`src/rtl/dff_pipe_bank.sv`:
```
// WIDTH x DEPTH pipeline register bank with valid/ready flow control, bubble collapse,
// flush, full-bank scan chain and an inverted output copy.
module dff_pipe_bank #(
    parameter int WIDTH = 8,
    parameter int DEPTH = 2,
    parameter logic [WIDTH-1:0] RST_VALUE = '1
) (
    input  logic             CLK,
    input  logic             RST,
    input  logic [WIDTH-1:0] D,
    input  logic             D_VALID,
    output logic             D_READY,
    output logic [WIDTH-1:0] Q,
    output logic [WIDTH-1:0] QN,
    output logic             Q_VALID,
    input  logic             Q_READY,
    input  logic             FLUSH,
    input  logic             SE,
    input  logic             SI,
    output logic             SO
);

    localparam int CHAIN = WIDTH * DEPTH;

    if (DEPTH < 1) begin : g_bad_depth
        $error("dff_pipe_bank: DEPTH must be at least 1");
    end
    if (WIDTH < 1) begin : g_bad_width
        $error("dff_pipe_bank: WIDTH must be at least 1");
    end

    logic [DEPTH-1:0][WIDTH-1:0] data;
    logic [DEPTH-1:0][WIDTH-1:0] up_data;
    logic [DEPTH-1:0]            valid;
    logic [DEPTH-1:0]            up_valid;
    logic [DEPTH-1:0]            adv;
    logic [CHAIN-1:0]            scan_next;

    // A stage may advance if it is empty or the stage after it is advancing.
    always_comb begin
        adv = '0;
        adv[DEPTH-1] = !valid[DEPTH-1] || Q_READY;
        for (int i = DEPTH - 2; i >= 0; i--) begin
            adv[i] = !valid[i] || adv[i+1];
        end
    end

    always_comb begin
        up_data     = '0;
        up_valid    = '0;
        up_data[0]  = D;
        up_valid[0] = D_VALID;
        for (int i = 1; i < DEPTH; i++) begin
            up_data[i]  = data[i-1];
            up_valid[i] = valid[i-1];
        end
    end

    // The flattened bank shifts toward the last stage's MSB, SI entering at stage 0 bit 0.
    assign scan_next = CHAIN'({data, SI});

    always_ff @(posedge CLK) begin
        if (RST) begin
            data  <= {DEPTH{RST_VALUE}};
            valid <= '0;
        end else if (SE) begin
            data <= scan_next;
        end else if (FLUSH) begin
            valid <= '0;
        end else begin
            for (int i = 0; i < DEPTH; i++) begin
                if (adv[i]) begin
                    valid[i] <= up_valid[i];
                    if (up_valid[i]) begin
                        data[i] <= up_data[i];
                    end
                end
            end
        end
    end

    assign D_READY = adv[0] && !FLUSH && !SE && !RST;
    assign Q       = data[DEPTH-1];
    assign QN      = ~data[DEPTH-1];
    assign Q_VALID = valid[DEPTH-1] && !SE;
    assign SO      = data[DEPTH-1][WIDTH-1];

endmodule

```
`config.mk`:
```
export PLATFORM = sky130hd
export DESIGN_NAME = dff_pipe_bank
export DESIGN_NICKNAME = d
export VERILOG_FILES = /design/src/rtl/dff_pipe_bank.sv
export SDC_FILE = /design/constraint.sdc
export NUM_CORES = 1
export LEC_CHECK = 0
export ABC_AREA = 1
export CORE_MARGIN = 5
export CORE_UTILIZATION = 48
export DETAILED_ROUTE_END_ITERATION = 7
export PLACE_DENSITY = 0.91
export SLEW_MARGIN = 10
export SYNTH_ARGS = -nofsm -noshare
export SYNTH_HDL_FRONTEND = slang
export SYNTH_SLANG_ARGS = --single-unit
```
`constraint.sdc`:
```
create_clock -name CLK -period 2.5 [get_ports CLK]
set_clock_uncertainty 0.2 [all_clocks]
set_input_delay 0.375 -clock CLK [delete_from_list [all_inputs] [get_ports CLK]]
set_output_delay 0.375 -clock CLK [all_outputs]
set_load 0.05 [all_outputs]
```
==> impl_metrics.yaml, run 1 <==
pwr:
  p_total_uw: 720
  p_leak_nw: 0.558
  max-vdd-ir-drop_mv: 0.383
  powerDensity_nw_per_um2: 539
critical_path:
  worstPathCellList: "inv_1, clkdlybuf4s50_1"
  required_ps: 1920
  critPathMaxStageDelay_ps: 820
  startpoint_type: "flop"
  critPathTopFamily: "buffers and inverters"
  critPathBufInv: 2
  arrival_ps: 1540
  path_max_fanout: 4
  critPathKind: "reg2out"
  cp_slowest_cell: "clkdlybuf4s50_1"
  reg2reg_slack_ps: 1160
  cp-end-kind: "primary output"
finish:
  postLayoutCellArea_um2: 1340
  area_delta_synth_final_pct: 33.5
  layout-drive-gt1-share_pct: 12.1
  final_cells: 184
  nFillCells: 170
  nNetsFinal: 173
  final_util_pct: 67.4
  antennaDiodeCount: 0
timing:
  max_freq_ghz: 0.472
  hold_viol_final: 0
  rsz0062_at_grt: "false"
  fin_crit_sh_pct: 84.7
  fin_ws_ps: 383
  hold_slack_ps: 314
  setup_viol: 0
  worstMarginPinSlew_ps: 520
  relSlewSlack_pct: 65.2
  fin_tns_setup_ps: 0
  timing.final.max_slew_violations: 0
  fin_crit_ps: 2120
yosys:
  yosysSeqAreaShare_pct: 36.0
  ys_warn_count: 0
  synthesis.area_um2: 1000
  syn_inst: 132
  synth.avg_cell_area_um2: 7.58
  synth_nets: 147
  ys_types: 19
  ys_seq_elements: 18
place:
  dp.final_hpwl_um: 1700
  place_congestion: 0.798
  place_ws_ps: 446
  io_buffers: 33
  dp.cells: 180
  place_area_um2: 1300
clocking:
  cts_max_path_buffers: 2
  cts-root-buf: "clkbuf_4"
  cts.sinks: 18
  clk_latency_ps: 300
  cts_setup_buffers: 0
  hold_buffers: 0
  tritoncts: "yes"
  cts_resized: 0
  path_clk_slew_ps: 100
  cts_buffers: 3
  htreeDepth: 1
min_path:
  hold_class: "reg2reg"
route:
  wl_um: 2440
  viasPerCell: 5.49
  first_pass_iters: 4
  wl_per_cell_um: 13.2
  post-route-drc-count: 0
  ant_nets: 0
  vias: 1010
  drt_iter0_markers: 47
global_routing:
  grt.total_usage_pct: 16.0
  grt-ovfl-total: 0
  antenna_found_initial: 0
  grt_pass1_vias: 883
  grt_pass1_wl_um: 4060
  grt_max_degree: 37
floorplan:
  dieArea_um2: 3100
  die_w_um: 55.7
  core_um2: 1980
  rows: 16
  die_h_um: 55.7
  start_util_pct: 50.5
  ios: 34
job:
  maxCapViolations: 0
status:
  status: "completed"
[layer usage]
layer | up-vias | routed length, µm | GRT usage [%]
met5 | - | 0 | 0
met4 | 0 | 78 | 9.72
li1 | 507 | - | -
met3 | 11 | 187 | 3.94
met2 | 46 | 1120 | 24.0
met1 | 446 | 1050 | 20.6
[cells by family after synthesis]
kind of cell / Yosys count / share of synthesized area, %
AOI/OAI and AO/OA: 17 / 8.88
DFF: 18 / 36.0
and+or+nand+nor: 67 / 38.5
buffers and inverters: 30 / 16.6
[path summary, 6_finish.rpt]
kind,start,end,depth (start not counted)
min reg2reg,data[3],data[3],2
min,data[3],data[3],2
max reg2reg,valid[0],Q[0],5
max,Q[1],QN[1],2
[worst min-delay path, cell delays in order (launching register included)]
cell	delay (ps)
dfxtp_1	340
nand3_1	80
nand3_1	60
[layout make-up]
type                            count  area, µm²  area share (%)
Sequential cell                    18        360            27.0
Timing Repair Buffer               36        373            27.9
Multi-Input combinational cell     84        474            35.5
Clock buffer                        4       36.3            2.72
Tap cell                           27       33.8            2.53
Inverter                           15       58.8            4.40
[state kept, by name, indices dropped and copies added, names as in the netlist]
register,cells
valid,2
data,8
Q,8
[where the power goes]
group          leakage, nW  internal, mW  switching [mW]
combinational        0.388        0.0804           0.130
clock               0.0210        0.0890          0.0959
sequential           0.149         0.307          0.0180
[Yosys cell counts, drive strengths merged]
library cell	number	area [µm²]
nand3	37	203
dfxtp	18	360
a21oi	17	88.8
inv	15	58.8
nand4	15	93.8
buf	14	104
nand2	11	58.8
nor2	4	30.0
clkbuf	1	3.75
[cells in the final DEF, fill, tap and decap left out]
master,synthesis,routed
inv_1,13,13
nand4_1,15,15
nand2_4,2,2
buf_4,11,3
inv_2,1,1
nor2_1,2,2
buf_12,0,2
clkdlybuf4s50_1,0,31
nand2_1,8,8
clkbuf_8,0,1
nand3_1,35,35
inv_4,1,1
nand3_2,1,1
a21oi_2,1,1
nand3_4,1,1
a21oi_1,16,16
clkbuf_4,0,3
dfxtp_1,18,18
nand2_2,1,1
nor2_4,2,2
Power figures use the tool's default switching activity.
==> run 2, diff against run 1 <==
CORE_UTILIZATION = 44   (was 48)
PLACE_DENSITY = 0.85   (was 0.91)
clock period = 1.95 ns   (was 2.5 ns; I/O delays follow)
==> impl_metrics.yaml, run 2 (synthesis gave the netlist of run 1 again) <==
route:
  wl_um: 2480
  viasPerCell: 5.56
  wl_per_cell_um: 13.2
  vias: 1046
  post-route-drc-count: 0
  first_pass_iters: 4
  ant_nets: 0
  drt_iter0_markers: 38
min_path:
  min_from: "data[4]"
  hold_class: "reg2reg"
  hold_depth: 2
  min_to: "data[4]"
status:
  status: "completed"
timing:
  worstMarginPinSlew_ps: 292
  fin_tns_setup_ps: 0
  hold_viol_final: 0
  fin_crit_sh_pct: 93.3
  rsz0062_at_grt: "false"
  max_freq_ghz: 0.550
  setup_viol: 0
  relSlewSlack_pct: 80.5
  timing.final.max_slew_violations: 0
  fin_crit_ps: 1820
place:
  dp.final_hpwl_um: 1790
  place_congestion: 0.814
  io_buffers: 33
  place_area_um2: 1280
finish:
  nFillCells: 198
  postLayoutCellArea_um2: 1320
  area_delta_synth_final_pct: 31.6
  nNetsFinal: 176
  layout_commonest_cell: "nand3_1"
  antennaDiodeCount: 0
  layout-drive-gt1-share_pct: 24.4
  layout_common_cells: "35 x nand3_1, 23 x buf_4, 18 x dfxtp_1, 16 x a21oi_1, 15 x nand4_1"
critical_path:
  required_ps: 1460
  cp_slowest_cell: "clkdlybuf4s50_1"
  critPathMaxStageDelay_ps: 460
  r2r-end: "data[0]"
  worstPathCellList: "clkdlybuf4s50_1, inv_1, nand3_4, nand3_1, nor2_1, buf_12"
  startpoint_type: "input port"
  path_max_fanout: 3
  critPathBufInv: 3
  critPathTopFamily: "buffers and inverters"
  arrival_ps: 1330
  reg2reg_slack_ps: 590
  reg2reg_depth: 6
  critPathKind: "in2out"
  cp-end-kind: "primary output"
  startpoint: "Q_READY"
  timing.rr.start: "valid[1]"
global_routing:
  grt.total_usage_pct: 16.1
  grt_pass1_wl_um: 4220
  grt_pass1_vias: 934
  grt-ovfl-total: 0
  antenna_found_initial: 0
  grt_max_degree: 26
pwr:
  p_sw_share_pct: 34.1
  p_sw_uw: 313
  combPwrFrac_pct: 28.7
  p_leak_nw: 0.586
  max-vdd-ir-drop_mv: 0.381
  intPower_uw: 605
  sequentialPowerShare_pct: 45.4
  powerDensity_nw_per_um2: 697
  p_clk_share_pct: 25.9
floorplan:
  core_um2: 2190
  die_h_um: 57.7
  start_util_pct: 45.7
  ios: 34
  dieArea_um2: 3330
  rows: 17
  die_w_um: 57.7
clocking:
  cts_max_path_buffers: 2
  htreeDepth: 1
  hold_buffers: 0
  cts_setup_buffers: 0
  cts_resized: 0
  tritoncts: "yes"
  clk_latency_ps: 300
  cts-root-buf: "clkbuf_4"
  cts.sinks: 18
  path_clk_slew_ps: 110
  cts_buffers: 3
job:
  maxCapViolations: 0
run 2: area by class of cell:
cell class                      instances  area, µm²  share of cell area [%]
Sequential cell                        18        360                    27.4
Tap cell                               28       35.0                    2.66
Inverter                               15       58.8                    4.46
Timing Repair Buffer                   39        353                    26.8
Multi-Input combinational cell         84        474                    36.0
Clock buffer                            4       36.3                    2.75
run 2: worst min-delay path: stages (launching register included):
cell	delay [ps]
dfxtp_1	340
nand3_1	80
nand3_1	60
run 2: layer usage:
layer / global-route usage (%) / routed length, µm / up-vias
li1: - / - / 512
met1: 20.8 / 971 / 470
met2: 24.5 / 1200 / 57
met3: 4.23 / 243 / 7
met4: 8.28 / 63 / 0
met5: 0 / 0 / -
run 2: power groups by stage:
stage / Clock [mW] / Sequential [mW] / Combinational [mW]
after floorplan: 0 / 0.425 / 0.188
after global placement: 0 / 0.423 / 0.260
final: 0.238 / 0.417 / 0.263
after CTS: 0.244 / 0.417 / 0.265
after global routing: 0.258 / 0.422 / 0.283
after detailed placement: 0 / 0.426 / 0.264
run 2: worst max-delay path by stage:
stage / endpoint / slack [ps] / depth (start not counted)
after floorplan: D_READY / 90 / 5
after global placement: D_READY / 150 / 6
after detailed placement: D_READY / 130 / 6
after CTS: D_READY / 120 / 6
after global routing: D_READY / 70 / 6
final: D_READY / 130 / 6
run 2: metrics by stage:
stage          total power, mW  setup WS (ps)  utilization (%)  cells  hold WS [ps]
6_report                 0.918            130             60.1    188           310
5_1_grt                  0.962           68.5             60.1    188           353
4_1_cts                  0.925            119             60.1    188           311
3_5_place_dp             0.690            127             58.5    184           294
3_3_place_gp             0.684            151             58.5    184           288
2_1_floorplan            0.613           89.6                -    132           273
==> run 3, diff against run 2 <==
GPL_ROUTABILITY_DRIVEN = 0   (was not set)
GPL_TIMING_DRIVEN = 0   (was not set)
==> impl_metrics.yaml, run 3 (synthesis gave the netlist of run 1 again) <==
clocking:
  tritoncts: "yes"
  cts-root-buf: "clkbuf_4"
  cts_max_path_buffers: 2
  clk_latency_ps: 290
  cts_setup_buffers: 0
  path_clk_slew_ps: 110
  htreeDepth: 1
  cts_buffers: 3
  cts.sinks: 18
pwr:
  powerDensity_nw_per_um2: 671
  p_total_uw: 913
  max-vdd-ir-drop_mv: 0.399
  p_leak_nw: 0.615
critical_path:
  startpoint_type: "input port"
  cp-end-kind: "primary output"
  cp_slowest_cell: "clkdlybuf4s50_1"
  critPathMaxStageDelay_ps: 450
  arrival_ps: 1350
  critPathKind: "in2out"
  critPathTopFamily: "buffers and inverters"
  worstPathCellList: "clkdlybuf4s50_1, inv_1, nand3_4, nand3_1, nor2_2, buf_6"
  path_max_fanout: 10
  critPathBufInv: 3
  required_ps: 1460
timing:
  max_freq_ghz: 0.542
  fin_tns_setup_ps: 0
  setup_viol: 0
  worstMarginPinSlew_ps: 509
  fin_crit_ps: 1850
  fin_crit_sh_pct: 94.7
  rsz0062_at_grt: "false"
  timing.final.max_slew_violations: 0
  hold_viol_final: 0
  relSlewSlack_pct: 66.2
route:
  viasPerCell: 5.41
  vias: 1055
  post-route-drc-count: 0
  drt_iter0_markers: 33
  wl_um: 2480
  ant_nets: 0
  wl_per_cell_um: 12.7
  first_pass_iters: 4
global_routing:
  grt.total_usage_pct: 15.7
  antenna_found_initial: 0
  grt_pass1_vias: 967
  grt-ovfl-total: 0
  grt_max_degree: 11
  grt_pass1_wl_um: 4240
place:
  io_buffers: 31
  dp.cells: 191
  dp.final_hpwl_um: 1880
floorplan:
  dieArea_um2: 3330
  core_um2: 2190
  start_util_pct: 45.7
  rows: 17
  ios: 34
  die_w_um: 57.7
  die_h_um: 57.7
finish:
  area_delta_synth_final_pct: 35.9
  nNetsFinal: 183
  layout_commonest_cell: "nand3_1"
  final_cells: 195
  layout_common_cells: "35 x nand3_1, 18 x dfxtp_1, 17 x dlygate4sd2_1, 16 x a21oi_1, 15 x nand4_1"
  antennaDiodeCount: 0
  layout-drive-gt1-share_pct: 18.6
min_path:
  hold_class: "in2reg"
job:
  maxCapViolations: 0
status:
  status: "completed"
run 3: final cells by class:
| class | instances | area [µm²] |
|---|---|---|
| Timing Repair Buffer | 31 | 285 |
| Fill cell | 220 | 831 |
| Clock buffer | 4 | 36.3 |
| Buffer | 15 | 108 |
| Multi-Input combinational cell | 84 | 477 |
| Sequential cell | 18 | 360 |
| Inverter | 15 | 58.8 |
| Tap cell | 28 | 35.0 |
run 3: what timing repair did:
action | CTS | global route
endpoints found under the setup margin | 19 | 2
pin swaps | 0 | 0
gates resized for setup | 23 | 6
hold buffers | 0 | 0
run 3: path summary, 6_finish.rpt:
kind | to | startpoint | slack [ps] | cells past startpoint
worst min register to register | data[1] | data[1] | 320 | 2
worst max-delay path | D_READY | Q_READY | 100 | 6
worst max register to register | Q[1] | valid[0] | 630 | 5
worst min-delay path | Q[7] | SE | 80 | 3
run 3: report_power, final:
group / total [mW] / internal, mW / switching (mW) / leakage (nW)
clock: 0.230 / 0.114 / 0.116 / 0.0210
sequential: 0.417 / 0.394 / 0.0234 / 0.149
combinational: 0.266 / 0.0979 / 0.168 / 0.445
run 3: through the flow:
step,hold slack (ps),setup WS (ps),utilization [%],area [µm²]
5_1_grt,85.9,39.3,62.1,1360
4_1_cts,73.3,10.8,61.9,1360
3_3_place_gp,286,-499,61.5,1350
2_1_floorplan,273,89.6,-,1000
6_report,75.5,104,62.1,1360
3_5_place_dp,297,-492,61.5,1350
run 3: worst min-delay path, stage by stage:
cell and delay, ps:
buf_6 110, a21oi_1 70, nand3_1 70
run 3: layer usage:
metal	vias to the layer above	global-route usage, %	routed length, µm
li1	528	-	-
met1	477	19.3	1030
met2	46	27.1	1200
met3	4	2.67	223
met4	0	6.29	26
met5	-	0	0
